## src/rtl/alu_sequencer.sv

```systemverilog
// alu_sequencer: issue-side controller for the 32-bit combinational ALU.
// Takes one op request at a time over valid/ready, drives the ALU from
// registered operands, and holds the captured result and flags in a
// response register until writeback takes it.
//
// Optional feature macro: ALU_SEQ_MUL_EN
//   Defined:     unsigned WIDTHxWIDTH -> 2*WIDTH multiply, run as WIDTH
//                shift-add iterations on the ALU adder (MUL state).
//   Not defined: no MUL state or registers; req_mul is ignored and every
//                request executes as a single ALU op; rsp_hi is always 0.
//
// Handshake semantics (both ports): a transfer happens on a rising edge
// where valid and ready are both high. req_ready is high only in IDLE, so
// exactly one op is in flight. rsp_valid stays high with rsp_* stable until
// the edge where rsp_ready is also high; only then is a new request taken.
`timescale 1ns/1ps

module alu_sequencer #(
    parameter int         WIDTH  = 32,
    parameter logic [4:0] ADD_OP = 5'b00000
) (
    input  logic             clk,
    input  logic             rst_n,
    input  logic             req_valid,
    output logic             req_ready,
    input  logic [4:0]       req_op,
    input  logic             req_mul,
    input  logic [WIDTH-1:0] req_a,
    input  logic [WIDTH-1:0] req_b,
    output logic [WIDTH-1:0] alu_a,
    output logic [WIDTH-1:0] alu_b,
    output logic [4:0]       alu_op,
    input  logic [WIDTH-1:0] alu_y,
    input  logic             alu_z,
    input  logic             alu_v,
    input  logic             alu_n,
    output logic             rsp_valid,
    input  logic             rsp_ready,
    output logic [WIDTH-1:0] rsp_y,
    output logic [WIDTH-1:0] rsp_hi,
    output logic             rsp_z,
    output logic             rsp_v,
    output logic             rsp_n
);

`ifdef ALU_SEQ_MUL_EN
    typedef enum logic [1:0] {
        S_IDLE = 2'd0,
        S_EXEC = 2'd1,
        S_RESP = 2'd2,
        S_MUL  = 2'd3
    } state_t;
`else
    typedef enum logic [1:0] {
        S_IDLE = 2'd0,
        S_EXEC = 2'd1,
        S_RESP = 2'd2
    } state_t;
`endif

    state_t state;

`ifdef ALU_SEQ_MUL_EN
    localparam int CW = (WIDTH > 1) ? $clog2(WIDTH) : 1;
    localparam logic [CW-1:0] LAST_ITER = CW'(WIDTH - 1);

    // During MUL, alu_a is the high accumulator word itself; lo holds the
    // low product bits shifting in over the remaining multiplier bits.
    logic [WIDTH-1:0] lo;
    logic [WIDTH-1:0] mc;
    logic [CW-1:0]    cnt;

    logic             carry;
    logic [WIDTH-1:0] hi_nxt;
    logic [WIDTH-1:0] lo_nxt;

    // Carry-out of the ALU add recovered from operand and result MSBs, then
    // the {carry, y, lo} triple shifted right by one for the next step.
    always_comb begin
        carry  = (alu_a[WIDTH-1] & alu_b[WIDTH-1]) |
                 ((alu_a[WIDTH-1] | alu_b[WIDTH-1]) & ~alu_y[WIDTH-1]);
        hi_nxt = {carry, alu_y[WIDTH-1:1]};
        lo_nxt = {alu_y[0], lo[WIDTH-1:1]};
    end
`else
    logic unused_req_mul;
    assign unused_req_mul = req_mul;
`endif

    // Sequencer FSM with registered ALU drive and response outputs.
    always_ff @(posedge clk or negedge rst_n) begin
        if (!rst_n) begin
            state     <= S_IDLE;
            req_ready <= 1'b1;
            rsp_valid <= 1'b0;
            rsp_y     <= '0;
            rsp_hi    <= '0;
            rsp_z     <= 1'b0;
            rsp_v     <= 1'b0;
            rsp_n     <= 1'b0;
            alu_a     <= '0;
            alu_b     <= '0;
            alu_op    <= '0;
`ifdef ALU_SEQ_MUL_EN
            lo        <= '0;
            mc        <= '0;
            cnt       <= '0;
`endif
        end else begin
            case (state)
                S_IDLE: begin
                    // req_ready is high in IDLE, so req_valid alone means accept.
                    if (req_valid) begin
                        req_ready <= 1'b0;
`ifdef ALU_SEQ_MUL_EN
                        if (req_mul) begin
                            state  <= S_MUL;
                            cnt    <= '0;
                            mc     <= req_a;
                            lo     <= req_b;
                            alu_a  <= '0;
                            alu_b  <= req_b[0] ? req_a : '0;
                            alu_op <= ADD_OP;
                        end else begin
                            state  <= S_EXEC;
                            alu_a  <= req_a;
                            alu_b  <= req_b;
                            alu_op <= req_op;
                        end
`else
                        state  <= S_EXEC;
                        alu_a  <= req_a;
                        alu_b  <= req_b;
                        alu_op <= req_op;
`endif
                    end
                end

                S_EXEC: begin
                    rsp_y     <= alu_y;
                    rsp_hi    <= '0;
                    rsp_z     <= alu_z;
                    rsp_v     <= alu_v;
                    rsp_n     <= alu_n;
                    rsp_valid <= 1'b1;
                    state     <= S_RESP;
                end

`ifdef ALU_SEQ_MUL_EN
                S_MUL: begin
                    alu_a <= hi_nxt;
                    lo    <= lo_nxt;
                    alu_b <= lo_nxt[0] ? mc : '0;
                    if (cnt == LAST_ITER) begin
                        rsp_hi    <= hi_nxt;
                        rsp_y     <= lo_nxt;
                        rsp_z     <= ({hi_nxt, lo_nxt} == '0);
                        rsp_v     <= (hi_nxt != '0);
                        rsp_n     <= 1'b0;
                        rsp_valid <= 1'b1;
                        state     <= S_RESP;
                    end else begin
                        cnt <= cnt + 1'b1;
                    end
                end
`endif

                S_RESP: begin
                    if (rsp_ready) begin
                        rsp_valid <= 1'b0;
                        req_ready <= 1'b1;
                        state     <= S_IDLE;
                    end
                end

                default: begin
                    state     <= S_IDLE;
                    req_ready <= 1'b1;
                    rsp_valid <= 1'b0;
                end
            endcase
        end
    end

endmodule

```

## config.mk

```make
export PLATFORM = sky130hd
export DESIGN_NAME = alu_sequencer
export DESIGN_NICKNAME = d
export VERILOG_FILES = /design/src/rtl/alu_sequencer.sv
export SDC_FILE = /design/constraint.sdc
export NUM_CORES = 1
export LEC_CHECK = 0
export CAP_MARGIN = 20
export CORE_MARGIN = 2
export CORE_UTILIZATION = 39
export DETAILED_ROUTE_END_ITERATION = 7
export PLACE_DENSITY = 0.77
export SLEW_MARGIN = 20
export SYNTH_ARGS = -nofsm -noshare
export SYNTH_HDL_FRONTEND = slang
export SYNTH_SLANG_ARGS = --single-unit
```

## constraint.sdc

```tcl
create_clock -name clk -period 2.05 [get_ports clk]
set_clock_uncertainty 0.15 [all_clocks]
set_input_delay 0.41 -clock clk [delete_from_list [all_inputs] [get_ports clk]]
set_output_delay 0.41 -clock clk [all_outputs]
set_load 0.005 [all_outputs]
```

==> results_dict.tcl, run 1 <==
set metrics [dict create \
    grt_setup_unrepaired "false" \
    p_switching_w 0.00258 \
    ys.warnings.count 0 \
    internal-power_w 0.00731 \
    initial_utilization_pct 40.4 \
    end_kind "output port" \
    hold_viol 0 \
    drv_slew 0 \
    grt_usage_pct 15.8 \
    dp_hpwl_um 7560 \
    finalSetupViolations 0 \
    clk_pin_slew_ns 0.07 \
    drtPass1Iterations 4 \
    crit_chain "clkdlybuf4s50_1" \
    period_share_pct 95.2 \
    synthArstFlopShare_pct 100 \
    final_nets 595 \
    yosysSeqAreaShare_pct 61.2 \
    p_per_area_nw_per_um2 1440 \
    arrival_ns 1.39 \
    synth-seq-cells 108 \
    outcome "complete, no violations" \
    gp_congestion 0.754 \
    worst-setup-path-type "register to output port" \
    h-tree-depth 3 \
    ant_nets 0 \
    cts_hold_buf 1 \
    rows 38 \
    pwr-share-clk_pct 16.1 \
    cp_max_fo 3 \
    port-buffer-count 213 \
    p_sw_share_pct 26.1 \
    wire_per_inst_um 15.5 \
    syn_inst 267 \
    crit_family "flip-flops" \
    vias_per_cell 4.49 \
    overflow 0 \
    p_seq_share_pct 38.4 \
    cts_setup_buffers 0 \
    rr_startpoint "state[0]" \
    critPathSlowestCell "dfstp_2" \
    yosysMostFrequentCell "dfrtp_1" \
    synthTopCellsByArea "dfrtp_1, mux2_1, mux2_4" \
    core_sq_um 10900 \
    post-route-min-period_ns 1.95 \
    synth_top_cell_by_area "dfrtp_1" \
    yosys-top-cells-count "dfrtp_1, mux2_1, mux2_2" \
    die_area_sq_um 12200 \
    die_x_um 110 \
    postCtsResizedCells 0 \
    fmaxAchievable_mhz 512 \
    numCtsBuffers 9 \
    dominantRegCellSynth "dfrtp_1" \
    cpPeakStageDelay_ns 0.54 \
    synth_cell_types 17 \
    syn_area_sq_um 4420 \
    syn_to_final_growth_pct 56.0 \
    required_ns 1.49 \
    cts_tree "yes" \
    hold_path_class "input pin to async pin" \
    drc_errors 0 \
    whs_ns 0.279 \
    comb_power_share_pct 45.5 \
    drv_cap 0 \
    cts-root-buf "clkbuf_16" \
    drt-total-wl_um 9750 \
    placed_cell_area_sq_um 6600 \
    synth_top_area_share_pct 60.6 \
    synth-edff-count 0 \
    crit_buf_inv 1 \
    drive_gt1_share_pct 18.1 \
    grt_pass1_vias 3042 \
    vias 2833 \
    antenna_cells 0 \
    p_leak_nw 2.98 \
    grt_pass1_wl_um 15500 \
    ir_worst_vdd_mv 0.655 \
    post-route-cell-area_sq_um 6890 \
    clockBufferDepth 2 \
    drt-initial-drc-count 35 \
    clock-sinks 108 \
    avgSynthCellArea_sq_um 16.5 \
    grt_max_degree 57 \
    antenna_found_initial 0 \
    die_h_um 110 \
    clk_latency_ns 0.33 \
    ios 247 \
    fin_util_pct 63.0 \
    dp_cells 614 \
    stdcell_count 631 \
    crit_path_start_kind "register" \
    startpoint "req_ready" \
]
[logic make-up after synthesis]
| logic type | synth area share (%) |
|---|---|
| compound gates | 0.396 |
| buf+inv | 8.16 |
| flops | 61.2 |
| mux | 29.0 |
| other cells | 0.0849 |
| simple gates | 1.16 |
[metal layers]
metal,vias to the layer above,routed length [um],global-route usage (%)
met2,141,5030,27.4
met5,-,0,0
met3,18,693,4.45
li1,1286,-,-
met1,1388,3800,18.3
met4,0,225,7.00
[placed cells by master (no fill, tap or decap), types with 3 or more instances in the layout]
cell type,count
dfrtp_1,107
mux2_2,34
clkinv_2,3
conb_1,32
clkdlybuf4s50_1,212
mux2_4,29
buf_12,6
clkbuf_16,9
mux2_1,41
[state kept, by name, indices dropped and copies added (netlist names)]
register   count
alu_a         32
alu_b         32
alu_op         5
req_ready      1
rsp_n          1
rsp_v          1
rsp_valid      1
rsp_y         32
rsp_z          1
state          2
[power groups by stage]
stage / sequential, W / clock, W / combinational [W]
floorplan: 0.00389 / 0 / 0.00179
global placement: 0.00378 / 0 / 0.00448
detailed placement: 0.00384 / 0 / 0.00457
CTS: 0.00381 / 0.00165 / 0.00459
global route: 0.00395 / 0.00174 / 0.00478
finish: 0.00380 / 0.00159 / 0.00451
[through the flow]
stage,setup TNS (ns),total power [W],worst slack [ns]
3_5_place_dp,-0.999,0.00841,-0.0478
3_3_place_gp,0,0.00827,0.0104
5_1_grt,0,0.0105,0.0418
6_report,0,0.00990,0.0980
2_1_floorplan,0,0.00568,0.528
4_1_cts,0,0.0101,0.0726
[final timing paths]
path | endpoint | slack (ns) | cells past startpoint
worst max-delay path | req_ready | 0.1 | 1
min in group clk | alu_op[2] | 0.34 | 1
max in group asynchronous | req_ready | 0.96 | 3
worst min-delay path | alu_b[9] | 0.28 | 2
worst min register to register | alu_op[2] | 0.34 | 1
worst max register to register | alu_b[20] | 0.37 | 4
[area by class of cell]
type                    count  area [sq um]
clock buffers              12           256
clock inverters             4          23.8
multi-input cells         147          1470
flip-flops and latches    108          2700
well taps                 140           175
repair buffers            220          2260
fillers                   835          4050
Note: power is estimated with default switching activity, not from simulation.
==> inputs of run 2 (changes only) <==
Settings changed: TNS_END_PERCENT from default to 50.
==> results of run 2 <==
The final DEF is identical to that of run 1; final timing and power are the same.
